--- src/rtl/io_handshake_unit.sv ---
// Responder for IN/OUT instructions: stalls the fetch path, waits for a debounced
// Enter press, then captures switches (IN) or updates the display (OUT).
module io_handshake_unit #(
  parameter int DATA_W          = 32,
  parameter int DEBOUNCE_CYCLES = 6,
  parameter int CNT_W           = 8
) (
  input  logic              clk,
  input  logic              reset,
  input  logic              enter,
  input  logic              in_req,
  input  logic              out_req,
  input  logic [DATA_W-1:0] switches,
  input  logic [DATA_W-1:0] wr_data,
  output logic [DATA_W-1:0] rd_data,
  output logic              reg_write,
  output logic [DATA_W-1:0] display,
  output logic              io_wait,
  output logic              io_done,
  output logic [2:0]        dbg_state_o
);

  typedef enum logic [2:0] {
    IDLE       = 3'd0,
    ARM        = 3'd1,
    WAIT_PRESS = 3'd2,
    DEBOUNCE   = 3'd3,
    DONE       = 3'd4
  } state_t;

  localparam logic [CNT_W-1:0] CNT_MAX = CNT_W'(DEBOUNCE_CYCLES);
  localparam logic [CNT_W-1:0] CNT_ONE = CNT_W'(1);

  state_t            state_q;
  logic [CNT_W-1:0]  cnt_q;
  logic              op_in_q;
  logic [DATA_W-1:0] pend_q;
  logic [DATA_W-1:0] rd_data_q;
  logic [DATA_W-1:0] display_q;
  logic              reg_write_q;
  logic              io_done_q;
  logic              req;

  assign req = in_req | out_req;

  always_ff @(posedge clk) begin
    if (reset) begin
      state_q     <= IDLE;
      cnt_q       <= '0;
      op_in_q     <= 1'b0;
      pend_q      <= '0;
      rd_data_q   <= '0;
      display_q   <= '0;
      reg_write_q <= 1'b0;
      io_done_q   <= 1'b0;
    end else begin
      reg_write_q <= 1'b0;
      io_done_q   <= 1'b0;
      case (state_q)
        IDLE: begin
          if (req) begin
            op_in_q <= in_req;
            if (!in_req) pend_q <= wr_data;
            state_q <= ARM;
          end
        end
        // A button already held when the request arrives must be released first.
        ARM: begin
          if (!req) begin
            state_q <= IDLE;
            cnt_q   <= '0;
          end else if (!enter) begin
            state_q <= WAIT_PRESS;
          end
        end
        WAIT_PRESS: begin
          if (!req) begin
            state_q <= IDLE;
            cnt_q   <= '0;
          end else if (enter) begin
            cnt_q   <= CNT_ONE;
            state_q <= DEBOUNCE;
          end
        end
        DEBOUNCE: begin
          if (!req) begin
            state_q <= IDLE;
            cnt_q   <= '0;
          end else if (!enter) begin
            cnt_q   <= '0;
            state_q <= WAIT_PRESS;
          end else if (cnt_q == CNT_MAX) begin
            if (op_in_q) begin
              rd_data_q   <= switches;
              reg_write_q <= 1'b1;
            end else begin
              display_q <= pend_q;
            end
            io_done_q <= 1'b1;
            state_q   <= DONE;
          end else begin
            cnt_q <= cnt_q + CNT_ONE;
          end
        end
        DONE: begin
          state_q <= IDLE;
          cnt_q   <= '0;
        end
        default: begin
          state_q <= IDLE;
          cnt_q   <= '0;
        end
      endcase
    end
  end

  // Stall drops in DONE so the PC loads the next address in that cycle.
  assign io_wait     = req & (state_q != DONE);
  assign rd_data     = rd_data_q;
  assign reg_write   = reg_write_q;
  assign display     = display_q;
  assign io_done     = io_done_q;
  assign dbg_state_o = state_q;

endmodule

--- config.mk ---
export PLATFORM = sky130hd
export DESIGN_NAME = io_handshake_unit
export DESIGN_NICKNAME = d
export VERILOG_FILES = /design/src/rtl/io_handshake_unit.sv
export SDC_FILE = /design/constraint.sdc
export NUM_CORES = 1
export LEC_CHECK = 0
export CAP_MARGIN = 20
export CORE_ASPECT_RATIO = 1.2
export CORE_UTILIZATION = 26
export DETAILED_ROUTE_END_ITERATION = 8
export PLACE_DENSITY = 0.46
export REMOVE_ABC_BUFFERS = 1
export SYNTH_ARGS = -nofsm -noshare
export SYNTH_HDL_FRONTEND = slang
export SYNTH_SLANG_ARGS = --single-unit
--- constraint.sdc ---
create_clock -name clk -period 4.9 [get_ports clk]
set_input_delay 0.98 -clock clk [delete_from_list [all_inputs] [get_ports clk]]
set_output_delay 0.98 -clock clk [all_outputs]
set_load 0.05 [all_outputs]
# Word level (Yosys, flattened, before mapping)
# Index checks and enable logic that the tools add are counted.
[word_totals]
inputBits = 69
reg_bits = 110
wordCells = 56
[classes]
bitwise_logic = 9
reduce_logical = 9
eq_ne = 11
mux = 18
add_sub_neg = 1
[ops]
columns = ["operator", "count"]
rows = [
  ["8-bit 2-to-1 mux", 6],
  ["8-bit one-hot mux with 4 select lines", 1],
  ["3-bit 2-to-1 mux", 8],
  ["3-bit one-hot mux with 4 select lines", 1],
  ["5-bit AND reduction", 2],
  ["3-bit != test (second input constant)", 3],
  ["8-bit by 1-bit adder with 8-bit output (second input constant)", 1],
  ["8-bit by 3-bit equality test with 1-bit output (second input constant)", 1],
  ["4-bit != test (second input constant)", 2],
  ["4-bit AND reduction", 2],
  ["1-bit inverter", 7],
  ["3-bit by 2-bit equality test with 1-bit output (second input constant)", 2],
  ["5-bit OR reduction", 1],
  ["2-bit != test (second input constant)", 2],
  ["4-bit OR reduction", 1],
  ["3-bit by 1-bit equality test with 1-bit output (second input constant)", 1],
  ["3-bit zero test", 1],
  ["3-bit AND reduction", 1],
  ["1-bit 2-to-1 mux", 2],
  ["2-bit AND reduction", 1],
  ["1-bit bitwise AND", 1],
  ["1-bit bitwise OR", 1],
]

# Longest topological paths before layout
[depth]
ltp_word = 5
ltp_mapped = 9
mapped_depth_nobuf = 6

# Worst setup path after synthesis
# OpenSTA, ideal clock, no wires.
[synth_path]
kind = "in2out"
from = "input in_req"
to = "output io_wait"
required_ps = 3920
arrival_time_ps = 1835
cell_stages = 2
setup_slack_ps = 2085
n_path_buf = 0
path_cell_list = "nor2_1 a21oi_1"
[synth_between]
elab_chain_len = 2
[synth_lines]
columns = ["item", "line", "source"]
rows = [
  ["start: declaration", "11", "input logic in_req,"],
  ["1-bit bitwise OR", "44", "assign req = in_req | out_req;"],
  ["1-bit bitwise AND", "118", "assign io_wait = req & (state_q != DONE);"],
  ["end: declaration", "18", "output logic io_wait,"],
]
# Every way passes these cells.

# Final worst setup path
# Same ends and word-level chain as after synthesis.

==> results by group <==
Clock tree
  • Post-CTS Resized: 0
  • Root buffer cell: clkbuf_16
  • H-tree Lvls: 3
  • Maximum root-to-sink buffer count: 2
  • Total CTS buffers: 9
  • Clk Latency, worst-skew pair: 0.35 ns
  • TritonCTS clock tree: yes
  • Setup bufs post-CTS: 0
  • Hold_buf cts: 0
  • CTS sink cnt: 110
  • Clock-pin slew on the worst setup and hold paths: 0.07 ns

Drt
  • 1st-iter DRT viols: 314
  • Drt drc: 0
  • Total Wirelength: 14800 um
  • DR vias: 4605
  • Routed length per instance: 17.2 um
  • Detail Route Antenna Nets: 0
  • Via density: 5.35
  • DRT Pass-1 Iters: 4

Worst setup path
  • Reg-to-reg endpoint: display[17]$_SDFFE_PP0P_
  • Worst path bufs/invs: 2
  • Worst r2r src: cnt_q[0]$_SDFFE_PP0P_
  • Worst-path maximum fanout: 7
  • CP Data Required Time: 3.92 ns
  • Crit. End Element: output port
  • Most Frequent Cell on Critical Path: clkdlybuf4s50_1
  • Crit path DAT: 2.80 ns
  • Delay-heaviest family, CP: buffers and inverters
  • Critical path class: input pin to output port
  • Critical Path, Cell by Cell: clkdlybuf4s50_1 > nor2_1 > a21oi_1 > clkdlybuf4s50_1
  • FF-to-FF path depth: 7
  • Startpoint Class: input pin
  • R2r setup slk: 2.32 ns
  • Crit-path max cell delay: 0.73 ns
  • Slowest CP cell: clkdlybuf4s50_1

Layout
  • Non-filler cells, final: 861
  • Layout area overhead: 37.9%
  • Total Nets Final: 707
  • Share of layout cells above drive strength 1: 5.77%
  • Number of diodes: 0
  • Commonest non-fill, non-tap cells in the layout: clkdlybuf4s50_1 (137), dfxtp_1 (109), a21oi_1 (102)
  • # fillers: 1782
  • Commonest non-fill, non-tap cell in the layout: clkdlybuf4s50_1

Floorplanning
  • I/O pin total: 139
  • Starting Density: 26.5%
  • Core Region: 17400 um2
  • Die height: 148 um
  • Core Rows: 53
  • Die Width: 124 um
  • Die area: 18300 um2

Synth
  • Yosys Warn Count: 0
  • Mapped Cells: 542
  • EDFF count, synth: 0
  • Post-Syn Area: 4620 um2
  • Syn avg cell area: 8.53 um2
  • Synth unique cells: 41
  • Sequential area share after synthesis: 47.6%
  • FF+latch count, synth: 110
  • Synth async-reset ratio: 0%
  • Dominant synthesized flop cell: dfxtp_1

STA
  • Fin crit period: 3.78 ns
  • Final hold violation count: 0
  • Slew Limit Fails: 0
  • Worst-Margin Slew: 0.849 ns
  • Tcrit/Tclk final: 77.2%
  • Final setup fails: 0
  • RSZ-0062 raised after global routing: false
  • F_max: 264 MHz
  • Worst-case clock skew: 0.00718 ns
  • Fin Setup TNS: 0 ns
  • Slew Limit Headroom: 43.3%

Placement
  • Final RePlAce weighted congestion: 0.758
  • Placed cells: 844
  • Detailed Place HPWL: 8790 um
  • Number of I/O port buffers: 138

Global routing
  • First-pass GRT wire length: 22900 um
  • Pin count of the biggest net entering global routing: 66
  • Vias in the first global route: 4367
  • Grt ovf: 0
  • Initial antenna violation count: 0
  • Gr usage total: 16.2%

Power and ir drop
  • Clock power share: 39.6%
  • Sw Ratio: 25.4%
  • Gate power share: 9.3%
  • Lkg Pwr: 1.95 nW
  • Peak VDD IR: 148 uV
  • Share of power burned in registers: 51.1%
  • PwrDens: 282 nW/um2
  • Total power: 0.00179 W
  • Switch Pwr: 0.000456 W
  • P_int: 0.00134 W

Worst hold path
  • WHS Path Cells: 2
  • Hold Path Class: register to register
  • Worst hold path endpoint: pend_q[18]$_SDFFE_PP0P_
  • Hold_sp: pend_q[18]$_SDFFE_PP0P_

Status
  • Outcome: finished, final reports clean

Flow run
  • # Max-Cap Violations: 0
-- kinds of logic after synthesis --
family / after synthesis / synth area share (%)
AOI/OAI and AO/OA: 193 / 25.9
and+or+nand+nor: 160 / 18.0
DFF: 110 / 47.6
buffers and inverters: 74 / 7.31
muxes: 2 / 0.433
adders and majority gates: 2 / 0.541
xor gates and xnor gates: 1 / 0.190
-- routing by layer --
layer	up-vias	share of wire, %	global-route usage [%]	routed length [um]
li1	2197	-	-	-
met1	2250	46	21.1	6830
met2	148	47	26.4	7030
met3	10	5.5	3.03	819
met4	0	1.1	5.66	159
met5	-	0	0	0
-- how the worst max path moves through the flow --
stage	start	endpoint	slack, ns	cells after the start
after global placement	in_req	io_wait	1.16	4
final	in_req	io_wait	1.12	4
after detailed placement	in_req	io_wait	1.13	4
after global routing	in_req	io_wait	1.05	4
after CTS	in_req	io_wait	1.14	4
after floorplan	cnt_q[0]$_SDFFE_PP0P_	cnt_q[2]$_SDFFE_PP0P_	0.86	6
-- power groups by stage --
| stage | logic [W] | clock network [W] | registers, W |
|---|---|---|---|
| floorplan | 0.0000496 | 0 | 0.000948 |
| global placement | 0.000167 | 0 | 0.000938 |
| detailed placement | 0.000168 | 0 | 0.000939 |
| CTS | 0.000169 | 0.000737 | 0.000917 |
| global route | 0.000180 | 0.000772 | 0.000920 |
| finish | 0.000167 | 0.000710 | 0.000918 |
-- final cells by class --
type	count	area (um2)	area share (%)
clock buffers	10	239	3.75
clock inverters	6	43.8	0.687
inverters	9	33.8	0.530
multi-input cells	358	2110	33.1
flip-flops and latches	110	2200	34.6
well taps	220	275	4.32
repair buffers	148	1470	23.1
-- cells in the mapped netlist, types with 4 or more instances --
library cell | n | area, um2
dfxtp_1 | 110 | 2200
a21oi_1 | 102 | 510
nand2_1 | 68 | 255
nand4_1 | 66 | 413
o31ai_1 | 66 | 495
clkbuf_1 | 42 | 158
buf_2 | 15 | 75.1
inv_1 | 9 | 33.8
nor2_1 | 6 | 22.5
a211oi_1 | 4 | 30.0
buf_6 | 4 | 45.0
o211ai_1 | 4 | 30.0
o21ai_0 | 4 | 20.0
-- worst min-delay path: stages (launching register included) --
cell	delay, ns
dfxtp_1	0.31
nand2_1	0.05
a21oi_1	0.05
-- metrics by stage --
stage | cell area (um2) | worst slack [ns] | utilization (%) | hold WS (ns)
finish | 6370 | 1.12 | 36.5 | 0.457
global route | 6370 | 1.05 | 36.5 | 0.475
CTS | 6360 | 1.14 | 36.5 | 0.458
detailed placement | 6080 | 1.13 | 34.9 | 0.448
global placement | 6080 | 1.16 | 34.9 | 0.443
floorplan | 4320 | 0.860 | - | 0.431
-- state kept, by name, indices dropped and copies added (netlist names) --
| name | cells |
|---|---|
| cnt_q | 8 |
| rd_data | 32 |
| op_in_q | 1 |
| display | 32 |
| reg_write | 1 |
| io_done | 1 |
| dbg_state_o | 3 |
| pend_q | 32 |
Power figures use the tool's default switching activity.
